## src/rtl/genius_controle_vidas.sv

```systemverilog
`default_nettype none
// ============================================================================
//  Module      : genius_controle_vidas
//  Description : Memory-game controller with lives. Owns the address, round,
//                show and move timers, drives an external synchronous
//                sequence RAM and judges one-hot button moves. A wrong move
//                or a move timeout costs one life and replays the same round.
//                In modo2 the player appends the next sequence element after
//                each completed round.
//  Ports       : clock, reset (async, active low), iniciar, botoes, modo2,
//                nivel_rodadas, mem_rdata | mem_addr, mem_we, mem_wdata,
//                leds, vez_jogador, ganhou, perdeu, pronto, vidas,
//                db_estado, db_rodada, db_timeout
//  Revision    : 1.0 - initial release
// ============================================================================
module genius_controle_vidas #(
    parameter int NBOT     = 4,
    parameter int AW       = 4,
    parameter int T_MOSTRA = 1000,
    parameter int T_JOGADA = 5000,
    parameter int VIDAS    = 3
) (
    input  logic                       clock,
    input  logic                       reset,
    input  logic                       iniciar,
    input  logic [NBOT-1:0]            botoes,
    input  logic                       modo2,
    input  logic [AW-1:0]              nivel_rodadas,
    input  logic [NBOT-1:0]            mem_rdata,
    output logic [AW-1:0]              mem_addr,
    output logic                       mem_we,
    output logic [NBOT-1:0]            mem_wdata,
    output logic [NBOT-1:0]            leds,
    output logic                       vez_jogador,
    output logic                       ganhou,
    output logic                       perdeu,
    output logic                       pronto,
    output logic [$clog2(VIDAS+1)-1:0] vidas,
    output logic [4:0]                 db_estado,
    output logic [AW-1:0]              db_rodada,
    output logic                       db_timeout
);

    localparam int c_vw  = $clog2(VIDAS + 1);
    localparam int c_tmw = (T_MOSTRA > 1) ? $clog2(T_MOSTRA) : 1;
    localparam int c_tjw = (T_JOGADA > 1) ? $clog2(T_JOGADA) : 1;

    localparam logic [c_tmw-1:0] c_tm_fim    = c_tmw'(T_MOSTRA - 1);
    localparam logic [c_tjw-1:0] c_tj_fim    = c_tjw'(T_JOGADA - 1);
    localparam logic [c_vw-1:0]  c_vidas_ini = c_vw'(VIDAS);
    localparam logic [c_vw-1:0]  c_vida_um   = c_vw'(1);

    localparam logic [4:0] c_st_inicial        = 5'h00;
    localparam logic [4:0] c_st_prepara        = 5'h01;
    localparam logic [4:0] c_st_inicio_rodada  = 5'h02;
    localparam logic [4:0] c_st_le_mostra      = 5'h03;
    localparam logic [4:0] c_st_mostra_aceso   = 5'h04;
    localparam logic [4:0] c_st_mostra_apagado = 5'h05;
    localparam logic [4:0] c_st_espera_jogada  = 5'h06;
    localparam logic [4:0] c_st_compara        = 5'h07;
    localparam logic [4:0] c_st_feedback       = 5'h08;
    localparam logic [4:0] c_st_espera_grav    = 5'h09;
    localparam logic [4:0] c_st_grava          = 5'h0A;
    localparam logic [4:0] c_st_proxima_rodada = 5'h0B;
    localparam logic [4:0] c_st_perde_vida     = 5'h0C;
    localparam logic [4:0] c_st_ganhou         = 5'h0D;
    localparam logic [4:0] c_st_perdeu         = 5'h0E;
    localparam logic [4:0] c_st_timeout        = 5'h0F;

    logic [4:0]       r_estado;
    logic [AW-1:0]    r_rodada;
    logic [AW-1:0]    r_endereco;
    logic [c_vw-1:0]  r_vidas;
    logic [c_tmw-1:0] r_tmostra;
    logic [c_tjw-1:0] r_tjogada;
    logic [NBOT-1:0]  r_jogada;
    logic             r_botoes_ativo;
    logic             r_modo2;
    logic [AW-1:0]    r_nivel;
    logic             r_acerto;
    logic             r_causa_to;

    logic w_evento;
    logic w_onehot;
    logic w_tm_fim;
    logic w_tj_fim;

    always_comb begin
        // A move exists only on the rising edge of "any button pressed", so a
        // button held across several waits is counted once.
        w_evento = (|botoes) & ~r_botoes_ativo;
        w_onehot = (r_jogada != '0) && ((r_jogada & (r_jogada - NBOT'(1))) == '0);
        w_tm_fim = (r_tmostra == c_tm_fim);
        w_tj_fim = (r_tjogada == c_tj_fim);
    end

    always_ff @(posedge clock or negedge reset) begin
        if (!reset) begin
            r_estado       <= c_st_inicial;
            r_rodada       <= '0;
            r_endereco     <= '0;
            r_vidas        <= '0;
            r_tmostra      <= '0;
            r_tjogada      <= '0;
            r_jogada       <= '0;
            r_botoes_ativo <= 1'b0;
            r_modo2        <= 1'b0;
            r_nivel        <= '0;
            r_acerto       <= 1'b0;
            r_causa_to     <= 1'b0;
        end else begin
            r_botoes_ativo <= |botoes;
            case (r_estado)
                c_st_inicial: begin
                    if (iniciar) r_estado <= c_st_prepara;
                end
                c_st_prepara: begin
                    r_rodada   <= '0;
                    r_endereco <= '0;
                    r_vidas    <= c_vidas_ini;
                    r_modo2    <= modo2;
                    r_nivel    <= nivel_rodadas;
                    r_tmostra  <= '0;
                    r_estado   <= c_st_inicio_rodada;
                end
                c_st_inicio_rodada: begin
                    r_endereco <= '0;
                    if (w_tm_fim) begin
                        r_tmostra <= '0;
                        r_estado  <= c_st_le_mostra;
                    end else begin
                        r_tmostra <= r_tmostra + 1'b1;
                    end
                end
                // One idle cycle so the RAM read data is valid before lighting.
                c_st_le_mostra: begin
                    r_tmostra <= '0;
                    r_estado  <= c_st_mostra_aceso;
                end
                c_st_mostra_aceso: begin
                    if (w_tm_fim) begin
                        r_tmostra <= '0;
                        r_estado  <= c_st_mostra_apagado;
                    end else begin
                        r_tmostra <= r_tmostra + 1'b1;
                    end
                end
                c_st_mostra_apagado: begin
                    if (w_tm_fim) begin
                        r_tmostra <= '0;
                        if (r_endereco == r_rodada) begin
                            r_endereco <= '0;
                            r_tjogada  <= '0;
                            r_estado   <= c_st_espera_jogada;
                        end else begin
                            r_endereco <= r_endereco + AW'(1);
                            r_estado   <= c_st_le_mostra;
                        end
                    end else begin
                        r_tmostra <= r_tmostra + 1'b1;
                    end
                end
                // A move seen in the same cycle as the timer expiry wins.
                c_st_espera_jogada: begin
                    if (w_evento) begin
                        r_jogada <= botoes;
                        r_estado <= c_st_compara;
                    end else if (w_tj_fim) begin
                        r_causa_to <= 1'b1;
                        r_estado   <= c_st_perde_vida;
                    end else begin
                        r_tjogada <= r_tjogada + 1'b1;
                    end
                end
                // Non-one-hot moves are wrong even if they cover the right LED.
                c_st_compara: begin
                    r_acerto  <= w_onehot && (r_jogada == mem_rdata);
                    r_tmostra <= '0;
                    r_estado  <= c_st_feedback;
                end
                c_st_feedback: begin
                    if (w_tm_fim) begin
                        r_tmostra <= '0;
                        if (!r_acerto) begin
                            r_causa_to <= 1'b0;
                            r_estado   <= c_st_perde_vida;
                        end else if (r_endereco != r_rodada) begin
                            r_endereco <= r_endereco + AW'(1);
                            r_tjogada  <= '0;
                            r_estado   <= c_st_espera_jogada;
                        end else if (r_rodada == r_nivel) begin
                            r_estado <= c_st_ganhou;
                        end else if (r_modo2) begin
                            r_tjogada <= '0;
                            r_estado  <= c_st_espera_grav;
                        end else begin
                            r_estado <= c_st_proxima_rodada;
                        end
                    end else begin
                        r_tmostra <= r_tmostra + 1'b1;
                    end
                end
                c_st_espera_grav: begin
                    if (w_evento) begin
                        r_jogada <= botoes;
                        r_estado <= c_st_grava;
                    end else if (w_tj_fim) begin
                        r_causa_to <= 1'b1;
                        r_estado   <= c_st_perde_vida;
                    end else begin
                        r_tjogada <= r_tjogada + 1'b1;
                    end
                end
                c_st_grava: begin
                    r_estado <= c_st_proxima_rodada;
                end
                c_st_proxima_rodada: begin
                    r_rodada   <= r_rodada + AW'(1);
                    r_endereco <= '0;
                    r_tmostra  <= '0;
                    r_estado   <= c_st_inicio_rodada;
                end
                c_st_perde_vida: begin
                    r_vidas <= r_vidas - c_vida_um;
                    if (r_vidas != c_vida_um) begin
                        r_endereco <= '0;
                        r_tmostra  <= '0;
                        r_estado   <= c_st_inicio_rodada;
                    end else if (r_causa_to) begin
                        r_estado <= c_st_timeout;
                    end else begin
                        r_estado <= c_st_perdeu;
                    end
                end
                c_st_ganhou, c_st_perdeu, c_st_timeout: begin
                    if (iniciar) r_estado <= c_st_prepara;
                end
                default: r_estado <= c_st_inicial;
            endcase
        end
    end

    // Moore outputs decoded from the state register.
    always_comb begin
        leds = '0;
        if (r_estado == c_st_mostra_aceso) leds = mem_rdata;
        if (r_estado == c_st_feedback)     leds = r_jogada;

        mem_addr = r_endereco;
        if ((r_estado == c_st_espera_grav) || (r_estado == c_st_grava))
            mem_addr = r_rodada + AW'(1);

        mem_we      = (r_estado == c_st_grava);
        mem_wdata   = r_jogada;
        vez_jogador = (r_estado == c_st_espera_jogada) || (r_estado == c_st_espera_grav);
        ganhou      = (r_estado == c_st_ganhou);
        perdeu      = (r_estado == c_st_perdeu) || (r_estado == c_st_timeout);
        pronto      = ganhou || perdeu;
        db_timeout  = (r_estado == c_st_timeout);
        vidas       = r_vidas;
        db_estado   = r_estado;
        db_rodada   = r_rodada;
    end

endmodule
`default_nettype wire
```

## config.mk

```make
export PLATFORM = sky130hd
export DESIGN_NAME = genius_controle_vidas
export DESIGN_NICKNAME = d
export VERILOG_FILES = /design/src/rtl/genius_controle_vidas.sv
export SDC_FILE = /design/constraint.sdc
export NUM_CORES = 1
export LEC_CHECK = 0
export CAP_MARGIN = 20
export CELL_PAD_IN_SITES_DETAIL_PLACEMENT = 0
export CELL_PAD_IN_SITES_GLOBAL_PLACEMENT = 1
export CORE_MARGIN = 2
export CORE_UTILIZATION = 46
export CTS_BUF_LIST = sky130_fd_sc_hd__clkbuf_8
export DETAILED_ROUTE_END_ITERATION = 8
export GPL_TIMING_DRIVEN = 1
export HOLD_SLACK_MARGIN = 0.02
export PLACE_DENSITY = 0.91
export SLEW_MARGIN = 30
export SYNTH_ARGS = -nofsm -noshare
export SYNTH_HDL_FRONTEND = slang
export SYNTH_SLANG_ARGS = --single-unit
```

## constraint.sdc

```tcl
create_clock -name clock -period 4.5 [get_ports clock]
set_clock_uncertainty 0.1 [all_clocks]
set_input_delay 1.35 -clock clock [delete_from_list [all_inputs] [get_ports clock]]
set_output_delay 1.35 -clock clock [all_outputs]
set_load 0.05 [all_outputs]
```

==> run summary, run 1 <==
The synthesized netlist devotes 2.13% of its cell area to adder and majority cells. The commonest non-fill, non-tap cell in the layout is sky130_fd_sc_hd__nand2_1. For this design the top-level I/O count stands at 45. The first global-routing pass estimated 14.7 mm of wire. The clock tree buffer depth came out at 2. The overall die width came out at 90.1 um. The H-tree depth reported by CTS is 2. Data on the critical path arrives at its endpoint at 2.59 ns. Yosys printed 0 warnings.

The tightest min-delay check is of the reg2reg type. Once detail routing completed, the nets flagged for antenna violations numbered 0. The root buffer cell chosen for the clock tree is sky130_fd_sc_hd__clkbuf_8. STA classifies the critical path startpoint as a register.

Summed over all cells, the static leakage comes to 0.00162 uW. The required time reported for the critical path endpoint is 3.05 ns. In the routed design, unresolved DRC markers number 0.

TritonCTS built the clock tree. The number of nets in the synthesized netlist is 424. The count of port buffers added during placement came out at 44. The average size of a mapped cell came out at 8.46 um^2. The flow ran to the end, and the final reports show no timing, DRC or antenna violations. The tightest hold path in the finished design has a slack of 0.406 ns. The number of buffers created by CTS is 5. The proportion of register bits with asynchronous set or reset after synthesis is 100%. Counting I/O delays and the setup requirement, the final critical path takes 4.04 ns. The total routed wirelength is 8.56 mm. The number of distinct library cells after synthesis is 70. The sum of net half-perimeters after detailed placement came out at 6.21 mm. The worst pin sits at a relative slew slack of 47.3%. Derived from the worst setup path, the maximum achievable clock frequency is 0.247 GHz. The largest driver fanout on the critical path came out at 13.

The die covers 8110 um^2. After synthesis the netlist holds a flip-flop and latch count of 50. The post-route clock period utilization came out at 89.9%. The cell area after synthesis came out at 3410 um^2. The DRC violation total after the first TritonRoute iteration came out at 360. The worst setup path is captured at an output port. The post-CTS setup buffer count is 0. The number of iterations in the first detailed-routing pass came out at 5.

The basic-gate share of the synthesized area counting and, or, nand and nor cells came out at 27.1%. In the final layout, the share of cells above drive strength 1 is 9.75%. The count of hold-fix buffers inserted at cts came out at 0. The library cells used most frequently in the layout, excluding fill and tap cells, are sky130_fd_sc_hd__nand2_1 (52), sky130_fd_sc_hd__dfrtp_1 (50), sky130_fd_sc_hd__clkdlybuf4s50_1 (39). The post-synthesis compound-gate area fraction is 24.0%.

Across all layers, the routed design uses 3213 vias. The post-synthesis sequential area ratio came out at 36.7%. Adding up every negative setup slack in the final design gives 0 ns. In the synthesized netlist, the number of instances is 403. The worst voltage drop across the vdd grid came out at 0.154 mV.

In the final routed layout, each cell accounts on average for 15.9 um. The overall overflow remaining after global route is 0. The clock slew seen by the registers of the worst setup and hold paths came out at 0.10 ns. The register area is 1250 um^2. The post-synthesis share of cell area spent on xor and xnor gates is 3.08%. The via count of the first global-routing pass came to 3047. The initial antenna violation count was 0. The cell row count came out at 31. The number of vias per cell is 5.95. The layout overhead on the synthesized area is 17.7%. The initial core utilization is 47.2%. Summing all multi-input logic gate instances after layout gives 2000 um^2. The number of enable-type register cells in the synthesized netlist is 0. The sum of internal, switching and leakage power came out at 1540 uW.

Of all cell types, the one taking the most synthesized area is sky130_fd_sc_hd__dfrtp_1. The post-cts resize count is 0. The diode insertion count for antenna repair came out at 0. The clock latency of the later-clocked register in the worst-skew pair came out at 0.32 ns. The power per cell area came out at 383 nW/um^2. The primary flip-flop cell chosen by synthesis mapping is sky130_fd_sc_hd__dfrtp_1. Setup repair after global routing left no endpoint under its margin. Fill cells in the final layout number 683. In this run the biggest area consumer among cell types represents 36.7% of the synthesized area.

The area inside the core boundary came out at 7210 um^2. Ranked by total cell area, the synthesized netlist is headed by sky130_fd_sc_hd__dfrtp_1 (37%), sky130_fd_sc_hd__nand2_1 (5.7%), sky130_fd_sc_hd__nor2_1 (3.5%). The chip height came out at 90.1 um. The hold violation count in the final report was 0. The number of nets in the final layout came out at 461.

The global routing usage summed across all routing layers came out at 21.6%. The main combinational cell family by area after synthesis is simple AND/OR/NAND/NOR gates. The total count of max-transition violations in the final report came out at 0. The slew at the pin with the worst max-slew slack is 0.771 ns. The category of the most critical setup path is reg2out. The number of max-cap violations came out at 0. Setup violations remaining at the end of the flow were counted as 0. The largest net degree at the start of global routing is 46. In the synthesized netlist, mux cells make up 2.31% of the area. The congestion estimate from routability-driven global placement came to 0.859. The clock net sink count came out at 50.
## per-layer routing
metal  vias to the layer above  routed length [um]  global-route usage, %
li1                       1561                   -                      -
met1                      1536                3940                   30.0
met2                       102                3950                   34.1
met3                        14                 513                   3.77
met4                         0                 153                   7.44
met5                         -                   0                      0
## cell type report
class | count | area share (%)
flip-flops and latches | 50 | 31.2
clock buffers | 6 | 2.06
clock inverters | 2 | 0.312
inverters | 14 | 1.31
well taps | 99 | 3.09
multi-input cells | 317 | 49.9
repair buffers | 52 | 12.2
## worst max-delay path: stages, from the launching register on
cell and delay [ns]:
sky130_fd_sc_hd__dfrtp_1 0.57, sky130_fd_sc_hd__nand2b_1 0.21, sky130_fd_sc_hd__a21oi_1 0.24, sky130_fd_sc_hd__nand2_1 0.18, sky130_fd_sc_hd__mux2_2 0.27, sky130_fd_sc_hd__clkdlybuf4s50_1 0.80
## final timing paths
check,from,slack [ns],end,cells after the start
worst max-delay path,db_estado[0],0.46,mem_addr[1],5
worst min register to register,r_tjogada[12],0.41,r_tjogada[12],1
worst max register to register,db_estado[3],1.30,db_estado[3],7
worst min-delay path,r_tjogada[12],0.41,r_tjogada[12],1
max in group asynchronous,reset,2.85,vidas[1],2
min in group asynchronous,reset,0.94,r_nivel[2],1
## cell usage after synthesis (3+ instances only)
| cell type | instances |
|---|---|
| sky130_fd_sc_hd__nand2_1 | 52 |
| sky130_fd_sc_hd__dfrtp_1 | 50 |
| sky130_fd_sc_hd__nor2_1 | 32 |
| sky130_fd_sc_hd__nand3_1 | 22 |
| sky130_fd_sc_hd__a21oi_1 | 16 |
| sky130_fd_sc_hd__nor3_1 | 14 |
| sky130_fd_sc_hd__o21ai_1 | 13 |
| sky130_fd_sc_hd__o31ai_1 | 13 |
| sky130_fd_sc_hd__clkbuf_1 | 12 |
| sky130_fd_sc_hd__inv_1 | 11 |
| sky130_fd_sc_hd__nand2b_1 | 11 |
| sky130_fd_sc_hd__o21ai_0 | 11 |
| sky130_fd_sc_hd__a22o_1 | 7 |
| sky130_fd_sc_hd__a31oi_1 | 7 |
| sky130_fd_sc_hd__and3_1 | 7 |
| sky130_fd_sc_hd__xor2_1 | 7 |
| sky130_fd_sc_hd__a22oi_1 | 5 |
| sky130_fd_sc_hd__ha_1 | 5 |
| sky130_fd_sc_hd__mux2_2 | 5 |
| sky130_fd_sc_hd__nor2b_1 | 5 |
| sky130_fd_sc_hd__o31ai_2 | 5 |
| sky130_fd_sc_hd__xnor2_1 | 5 |
| sky130_fd_sc_hd__a211oi_1 | 4 |
| sky130_fd_sc_hd__a21o_1 | 4 |
| sky130_fd_sc_hd__and2_1 | 4 |
| sky130_fd_sc_hd__buf_2 | 4 |
| sky130_fd_sc_hd__o211ai_1 | 4 |
| sky130_fd_sc_hd__o22ai_1 | 4 |
| sky130_fd_sc_hd__or4_1 | 4 |
| sky130_fd_sc_hd__and4_1 | 3 |
| sky130_fd_sc_hd__buf_1 | 3 |
| sky130_fd_sc_hd__inv_2 | 3 |
| sky130_fd_sc_hd__nand4_1 | 3 |
| sky130_fd_sc_hd__o311ai_0 | 3 |
| sky130_fd_sc_hd__o41ai_1 | 3 |
## stage by stage
stage / setup WS (ns) / utilization (%) / cells / area [um^2]
floorplan: 0.275 / - / 403 / 3410
global placement: 0.608 / 54.3 / 532 / 3920
detailed placement: 0.528 / 54.3 / 532 / 3920
CTS: 0.476 / 55.6 / 540 / 4010
global route: 0.376 / 55.6 / 540 / 4010
finish: 0.456 / 55.6 / 540 / 4010
## registers in the layout, summed over array words and instances (netlist names)
| register | count |
|---|---|
| r_causa_to | 1 |
| r_tjogada | 13 |
| mem_wdata | 4 |
| r_endereco | 4 |
| r_acerto | 1 |
| r_modo2 | 1 |
| db_rodada | 4 |
| db_estado | 5 |
| r_tmostra | 10 |
| vidas | 2 |
| r_botoes_ativo | 1 |
| r_nivel | 4 |
## where the power goes
part / internal [uW] / switching [uW]
clock: 125 / 158
sequential: 528 / 112
combinational: 236 / 377
## kinds of logic after synthesis
family,Yosys count
AND/OR/NAND/NOR,176
AO/OA/AOI/OAI,115
flip-flops,50
buffers and inverters,36
XOR/XNOR,12
multiplexers,7
adder cells (fa/ha/maj),6
other,1
No activity file was read; power rests on OpenSTA's default activity.
==> inputs of run 2 (changes only) <==
--- a/config.mk
+++ b/config.mk
@@ -6,5 +6,4 @@
 export NUM_CORES = 1
 export LEC_CHECK = 0
-export CAP_MARGIN = 20
 export CELL_PAD_IN_SITES_DETAIL_PLACEMENT = 0
 export CELL_PAD_IN_SITES_GLOBAL_PLACEMENT = 1
@@ -12,4 +11,5 @@
 export CORE_UTILIZATION = 46
 export CTS_BUF_LIST = sky130_fd_sc_hd__clkbuf_8
+export CTS_CLUSTER_DIAMETER = 60
 export DETAILED_ROUTE_END_ITERATION = 8
 export GPL_TIMING_DRIVEN = 1
--- a/constraint.sdc
+++ b/constraint.sdc
@@ -3,3 +3,3 @@
 set_input_delay 1.35 -clock clock [delete_from_list [all_inputs] [get_ports clock]]
 set_output_delay 1.35 -clock clock [all_outputs]
-set_load 0.05 [all_outputs]
+set_load 0.005 [all_outputs]
==> run summary, run 2 (synthesis gave the netlist of run 1 again) <==
The count of hold-fix buffers inserted at cts is 0 (unchanged). The register with the most flip-flops is r_tjogada (unchanged). The headroom to the max-slew limit came out at 50.1% (was 47.3%). The setup violation total in the final timing report is 0 (unchanged).

The fraction of layout instances using a drive strength above 1 came out at 9.28% (was 9.75%). The diode insertion count for antenna repair came out at 0 (unchanged). The number of nets in the final layout is 462 (was 461). The post-CTS setup buffer count is 0 (unchanged). The internal power consumption came out at 951 uW (was 889 uW).

The clock root buffer is sky130_fd_sc_hd__clkbuf_8 (unchanged). The hold violation count in the final report is 0 (unchanged). The number of iterations in the first detailed-routing pass is 5 (unchanged). The largest net degree at the start of global routing came out at 29 (was 46). The layout overhead on the synthesized area came out at 18.9% (was 17.7%). The worst voltage drop across the vdd grid was 0.140 mV (was 0.154 mV).

The data arrival time of the critical path came out at 2.57 ns (was 2.59 ns). The detail-routed net length per standard cell is 16.0 um (was 15.9 um). The number of routed nets with antenna violations is 0 (unchanged).

The met2 wire length is 4.12 mm (was 3.95 mm). Most frequent cells in the layout: sky130_fd_sc_hd__nand2_1 (52), sky130_fd_sc_hd__dfrtp_1 (50), sky130_fd_sc_hd__clkdlybuf4s50_1 (43) (was sky130_fd_sc_hd__nand2_1 (52), sky130_fd_sc_hd__dfrtp_1 (50), sky130_fd_sc_hd__clkdlybuf4s50_1 (39)). The clock latency of the later-clocked register in the worst-skew pair came out at 0.31 ns (was 0.32 ns). The final routed DRC violation total is 0 (unchanged). The overall die width is 90.1 um (unchanged). The number of top-level design ports came out at 45 (unchanged). The setup TNS came out at 0 ns (unchanged). The global routing usage summed across all routing layers is 21.4% (was 21.6%). The total via count after detailed routing is 3202 (was 3213). The total count of max-transition violations in the final report is 0 (unchanged). The initial core utilization came out at 47.2% (unchanged).

The required time reported for the critical path endpoint came out at 3.05 ns (about the same). The maximum achievable frequency is 0.249 GHz (was 0.247 GHz). The time the worst path needs with I/O delays and setup is 4.02 ns (was 4.04 ns). The via count of the first global-routing pass came out at 2990 (was 3047). The post-cts resize count came out at 0 (unchanged). The category of the most critical setup path was in2out (was reg2out). The CTS tree is yes (unchanged). The critical path capture point type is an output port (unchanged).

The wire length on met3 is 435 um (was 513 um). The critical path startpoint category is an input port (was register). The power spent charging and discharging nets is 592 uW (was 647 uW). The leakage power was 0.00163 uW (was 0.00162 uW). The share of power burned in registers is 41.2% (was 41.7%). The clock tree buffer depth is 2 (unchanged).

The flip-flop count of the largest register, all copies and words added is 13 (unchanged). The global-route wire length before repair came out at 14.5 mm (was 14.7 mm). The sum of net half-perimeters after detailed placement came out at 6.32 mm (was 6.21 mm). The switching share of total power came out at 38.4% (was 42.1%).

The number of max-cap violations came to 0 (unchanged). Unrepaired setup endpoints after global routing: no (unchanged). The initial antenna violation count was 0 (unchanged). The total routed wire length on the met1 layer was 4.00 mm (was 3.94 mm). The top layer used by detailed routing is met4 (unchanged). The number of vias per cell was 5.92 (was 5.95). The power per cell area is 381 nW/um^2 (was 383 nW/um^2). The portion of total power attributed to the clock network was 22.4% (was 18.4%).

The portion of total power attributed to combinational logic is 36.4% (was 39.9%). The clock slew seen by the registers of the worst setup and hold paths was 0.10 ns (about the same). The commonest non-fill, non-tap cell in the layout was sky130_fd_sc_hd__nand2_1 (unchanged). The final RePlAce weighted congestion is 0.895 (was 0.859). Outcome: finished, final reports clean (unchanged). The count of port buffers added during placement came out at 44 (unchanged). The chip height came to 90.1 um (unchanged).

The slew at the pin with the worst max-slew slack came out at 0.729 ns (was 0.771 ns). The overall overflow remaining after global route came to 0 (unchanged). The post-route clock period utilization is 89.3% (was 89.9%). The largest driver fanout on the critical path is 3 (was 13). The overall die area came out at 8110 um^2 (unchanged).

The path category of the worst min-delay check is reg2reg (unchanged). The clock net sink count came out at 50 (unchanged). The H-tree depth reported by CTS came out at 2 (unchanged). The total routed wirelength is 8.68 mm (was 8.56 mm).

The cell row count came out at 31 (unchanged). The number of buffers created by CTS is 5 (unchanged). The tightest hold margin is 0.407 ns (was 0.406 ns). The DRC violation total after the first TritonRoute iteration was 339 (was 360).

The area inside the core boundary is 7210 um^2 (unchanged).
==> run 2: changes by cell type in the layout (fill, tap and decap cells not counted) <==
| cell | before | now |
|---|---|---|
| sky130_fd_sc_hd__inv_1 | 12 | 11 |
| sky130_fd_sc_hd__buf_4 | 13 | 9 |
| sky130_fd_sc_hd__buf_2 | 0 | 1 |
| sky130_fd_sc_hd__bufinv_16 | 0 | 1 |
| sky130_fd_sc_hd__clkdlybuf4s50_1 | 39 | 43 |
==> run 2: worst max-delay path: stages <==
cell and delay (ns):
sky130_fd_sc_hd__clkdlybuf4s50_1 0.51, sky130_fd_sc_hd__a22oi_1 0.08, sky130_fd_sc_hd__nor2_1 0.12, sky130_fd_sc_hd__clkdlybuf4s50_1 0.51
==> run 2: final timing paths <==
path / start / end / slack (ns) / cells after the start
max: mem_rdata[1] / leds[1] / 0.48 / 4
min: r_tjogada[0] / r_tjogada[0] / 0.41 / 1
max reg2reg: db_estado[0] / r_tjogada[9] / 1.38 / 8
min reg2reg: r_tjogada[0] / r_tjogada[0] / 0.41 / 1
max in group asynchronous: reset / r_tjogada[11] / 2.61 / 2
min in group asynchronous: reset / r_nivel[3] / 0.92 / 1
==> run 2: power by group through the flow <==
| stage | combinational [uW] | sequential, uW | clock (uW) |
|---|---|---|---|
| 5_1_grt | 632 | 649 | 371 |
| 2_1_floorplan | 419 | 604 | 0 |
| 4_1_cts | 560 | 632 | 354 |
| 6_report | 562 | 637 | 345 |
| 3_3_place_gp | 549 | 637 | 0 |
| 3_5_place_dp | 556 | 641 | 0 |
==> run 2: per-stage QoR <==
step / cell area, um^2 / utilization, % / total power [uW] / instances / worst slack [ns]
2_1_floorplan: 3410 / - / 1020 / 403 / 0.981
3_3_place_gp: 3930 / 54.5 / 1190 / 533 / 0.503
3_5_place_dp: 3930 / 54.5 / 1200 / 533 / 0.483
4_1_cts: 4050 / 56.2 / 1550 / 541 / 0.473
5_1_grt: 4050 / 56.2 / 1650 / 541 / 0.386
6_report: 4050 / 56.2 / 1540 / 541 / 0.483
==> run 2: layer usage <==
| layer | vias up | GRT usage, % |
|---|---|---|
| met2 | 93 | 34.6 |
| li1 | 1559 | - |
| met3 | 14 | 3.94 |
| met5 | - | 0 |
| met4 | 0 | 6.41 |
| met1 | 1536 | 29.4 |
==> run 2: final cells by class <==
| class | instances | area (um^2) |
|---|---|---|
| Fill cell | 675 | 3160 |
| Multi-Input combinational cell | 317 | 2000 |
| Sequential cell | 50 | 1250 |
| Timing Repair Buffer | 53 | 503 |
| Tap cell | 99 | 124 |
| Clock buffer | 6 | 82.6 |
| Inverter | 14 | 52.6 |
| Clock inverter | 2 | 38.8 |
==> inputs of run 3 (changes only) <==
- CORE_ASPECT_RATIO: not set -> 2
==> run summary, run 3 (synthesis gave the netlist of run 1 again) <==
Outcome: finished, final reports clean (unchanged). The number of routed nets with antenna violations was 0 (unchanged). The number of max-cap violations is 0 (unchanged). The sum of net half-perimeters after detailed placement came out at 7.14 mm (was 6.32 mm). The total routed wirelength came to 9.30 mm (was 8.68 mm). The global-route wire length before repair was 15.7 mm (was 14.5 mm). The number of nets in the final layout is 462 (unchanged).

The tightest hold margin was 0.420 ns (was 0.407 ns). The overall die area is 8160 um^2 (was 8110 um^2). The total count of max-transition violations in the final report came out at 0 (unchanged). The post-CTS setup buffer count is 0 (unchanged). The CTS tree is yes (unchanged). The biggest cell delay along the critical path was 0.51 ns (about the same). The leakage power is 0.00162 uW (was 0.00163 uW). The hold violation count in the final report came out at 0 (unchanged). The cell with the most instances on the worst path was sky130_fd_sc_hd__clkdlybuf4s50_1 (unchanged). The via count of the first global-routing pass came out at 3243 (was 2990). The worst voltage drop across the vdd grid is 0.201 mV (was 0.140 mV). The power per cell area is 383 nW/um^2 (was 381 nW/um^2).

The clock slew seen by the registers of the worst setup and hold paths was 0.11 ns (was 0.10 ns). The layout overhead on the synthesized area came to 18.6% (was 18.9%). The H-tree depth reported by CTS came to 2 (unchanged).

The initial antenna violation count is 0 (unchanged). The count of port buffers added during placement came to 44 (unchanged). The area inside the core boundary was 7210 um^2 (about the same). The fraction of layout instances using a drive strength above 1 is 9.28% (unchanged).

The required time reported for the critical path endpoint came out at 3.05 ns (about the same). The critical path startpoint category is an input port (unchanged). The diode insertion count for antenna repair was 0 (unchanged). The number of top-level design ports is 45 (unchanged). The setup TNS came out at 0 ns (unchanged). The headroom to the max-slew limit came out at 43.5% (was 50.1%). The count of fill cells added during filler insertion is 670 (was 675). The final RePlAce weighted congestion came out at 0.822 (was 0.895). The setup violation total in the final timing report is 0 (unchanged). The time the worst path needs with I/O delays and setup came to 4.02 ns (about the same). The commonest non-fill, non-tap cell in the layout was sky130_fd_sc_hd__nand2_1 (unchanged). The clock net sink count came out at 50 (unchanged). The path category of the worst min-delay check is reg2reg (unchanged). The post-route clock period utilization came out at 89.2% (was 89.3%). The final routed DRC violation total came out at 0 (unchanged).

The register with the most flip-flops was r_tjogada (unchanged). The post-cts resize count was 0 (unchanged). The flip-flop count of the largest register, all copies and words added came to 13 (unchanged).

The total via count after detailed routing came out at 3181 (was 3202). The overall die width was 64.9 um (was 90.1 um). The clock latency of the later-clocked register in the worst-skew pair came out at 0.33 ns (was 0.31 ns). The number of iterations in the first detailed-routing pass came out at 4 (was 5).

The cell row count came to 44 (was 31). The chip height was 126 um (was 90.1 um). The number of vias per cell is 5.96 (was 5.92).

The core occupancy in the finished layout came out at 56.0% (was 56.2%). The number of buffers created by CTS is 5 (unchanged). Most frequent cells in the layout: sky130_fd_sc_hd__nand2_1 (52), sky130_fd_sc_hd__dfrtp_1 (50), sky130_fd_sc_hd__clkdlybuf4s50_1 (43) (unchanged). Unrepaired setup endpoints after global routing: no (unchanged). The initial core utilization is 47.3% (was 47.2%).

The largest net degree at the start of global routing is 38 (was 29). The worst-case setup margin in the final layout is 0.485 ns (was 0.483 ns). The maximum achievable frequency is 0.249 GHz (about the same). The category of the most critical setup path is in2out (unchanged).

The master of the slowest instance on the critical path is sky130_fd_sc_hd__clkdlybuf4s50_1 (unchanged). The overall overflow remaining after global route came out at 0 (unchanged). The clock root buffer is sky130_fd_sc_hd__clkbuf_8 (unchanged). The data arrival time of the critical path came out at 2.57 ns (about the same). The global routing usage summed across all routing layers is 24.6% (was 21.4%). The clock tree buffer depth came out at 2 (unchanged). Chain of cells forming the critical path: clkdlybuf4s50_1 > a22oi_1 > nor2_1 > clkdlybuf4s50_1 (unchanged).

The count of hold-fix buffers inserted at cts came to 0 (unchanged). The DRC violation total after the first TritonRoute iteration came out at 186 (was 339). The slew at the pin with the worst max-slew slack was 0.848 ns (was 0.729 ns). The largest driver fanout on the critical path came out at 3 (unchanged). The worst setup timing slack at the placement stage came out at 0.481 ns (was 0.483 ns). The critical path capture point type is an output port (unchanged).

The detail-routed net length per standard cell is 17.4 um (was 16.0 um).
[run 3: per-layer routing]
metal	GRT usage, %	vias up	routed length (um)
met5	0	-	0
met4	12.6	0	422
met3	3.30	27	266
met2	46.1	83	5320
met1	25.5	1507	3290
li1	-	1564	-
[run 3: through the flow]
| step | instances | power [uW] | area, um^2 |
|---|---|---|---|
| after global routing | 534 | 1660 | 4040 |
| after floorplan | 403 | 1020 | 3410 |
| after detailed placement | 526 | 1220 | 3920 |
| after CTS | 534 | 1560 | 4040 |
| after global placement | 526 | 1200 | 3920 |
| final | 534 | 1550 | 4040 |
[run 3: layout make-up]
| class | count | area, um^2 | share of cell area, % |
|---|---|---|---|
| timing repair buffer | 53 | 503 | 12.4 |
| clock inverter | 3 | 48.8 | 1.21 |
| clock buffer | 5 | 68.8 | 1.70 |
| sequential | 50 | 1250 | 31.0 |
| tap | 92 | 115 | 2.85 |
| multi-input combinational | 317 | 2000 | 49.5 |
| inverter | 14 | 52.6 | 1.30 |
[run 3: power by group]
| group | internal (uW) | switching [uW] |
|---|---|---|
| logic | 237 | 317 |
| registers | 527 | 128 |
| clock network | 170 | 170 |
[run 3: worst paths after layout]
| path | startpoint | to | slack [ns] | depth (start not counted) |
|---|---|---|---|---|
| worst max-delay path | mem_rdata[2] | leds[2] | 0.48 | 4 |
| min in group asynchronous | reset | mem_wdata[1] | 1.03 | 1 |
| worst max register to register | db_estado[2] | db_estado[3] | 1.19 | 7 |
| max in group asynchronous | reset | r_tmostra[3] | 2.55 | 2 |
| worst min-delay path | r_tjogada[0] | r_tjogada[0] | 0.42 | 1 |
| worst min register to register | r_tjogada[0] | r_tjogada[0] | 0.42 | 1 |
[run 3: worst max-delay path, delay by kind of cell]
| family | cells | cell delay, ns |
|---|---|---|
| AO/OA/AOI/OAI | 1 | 0.08 |
| buffers and inverters | 2 | 1.02 |
| AND/OR/NAND/NOR | 1 | 0.11 |
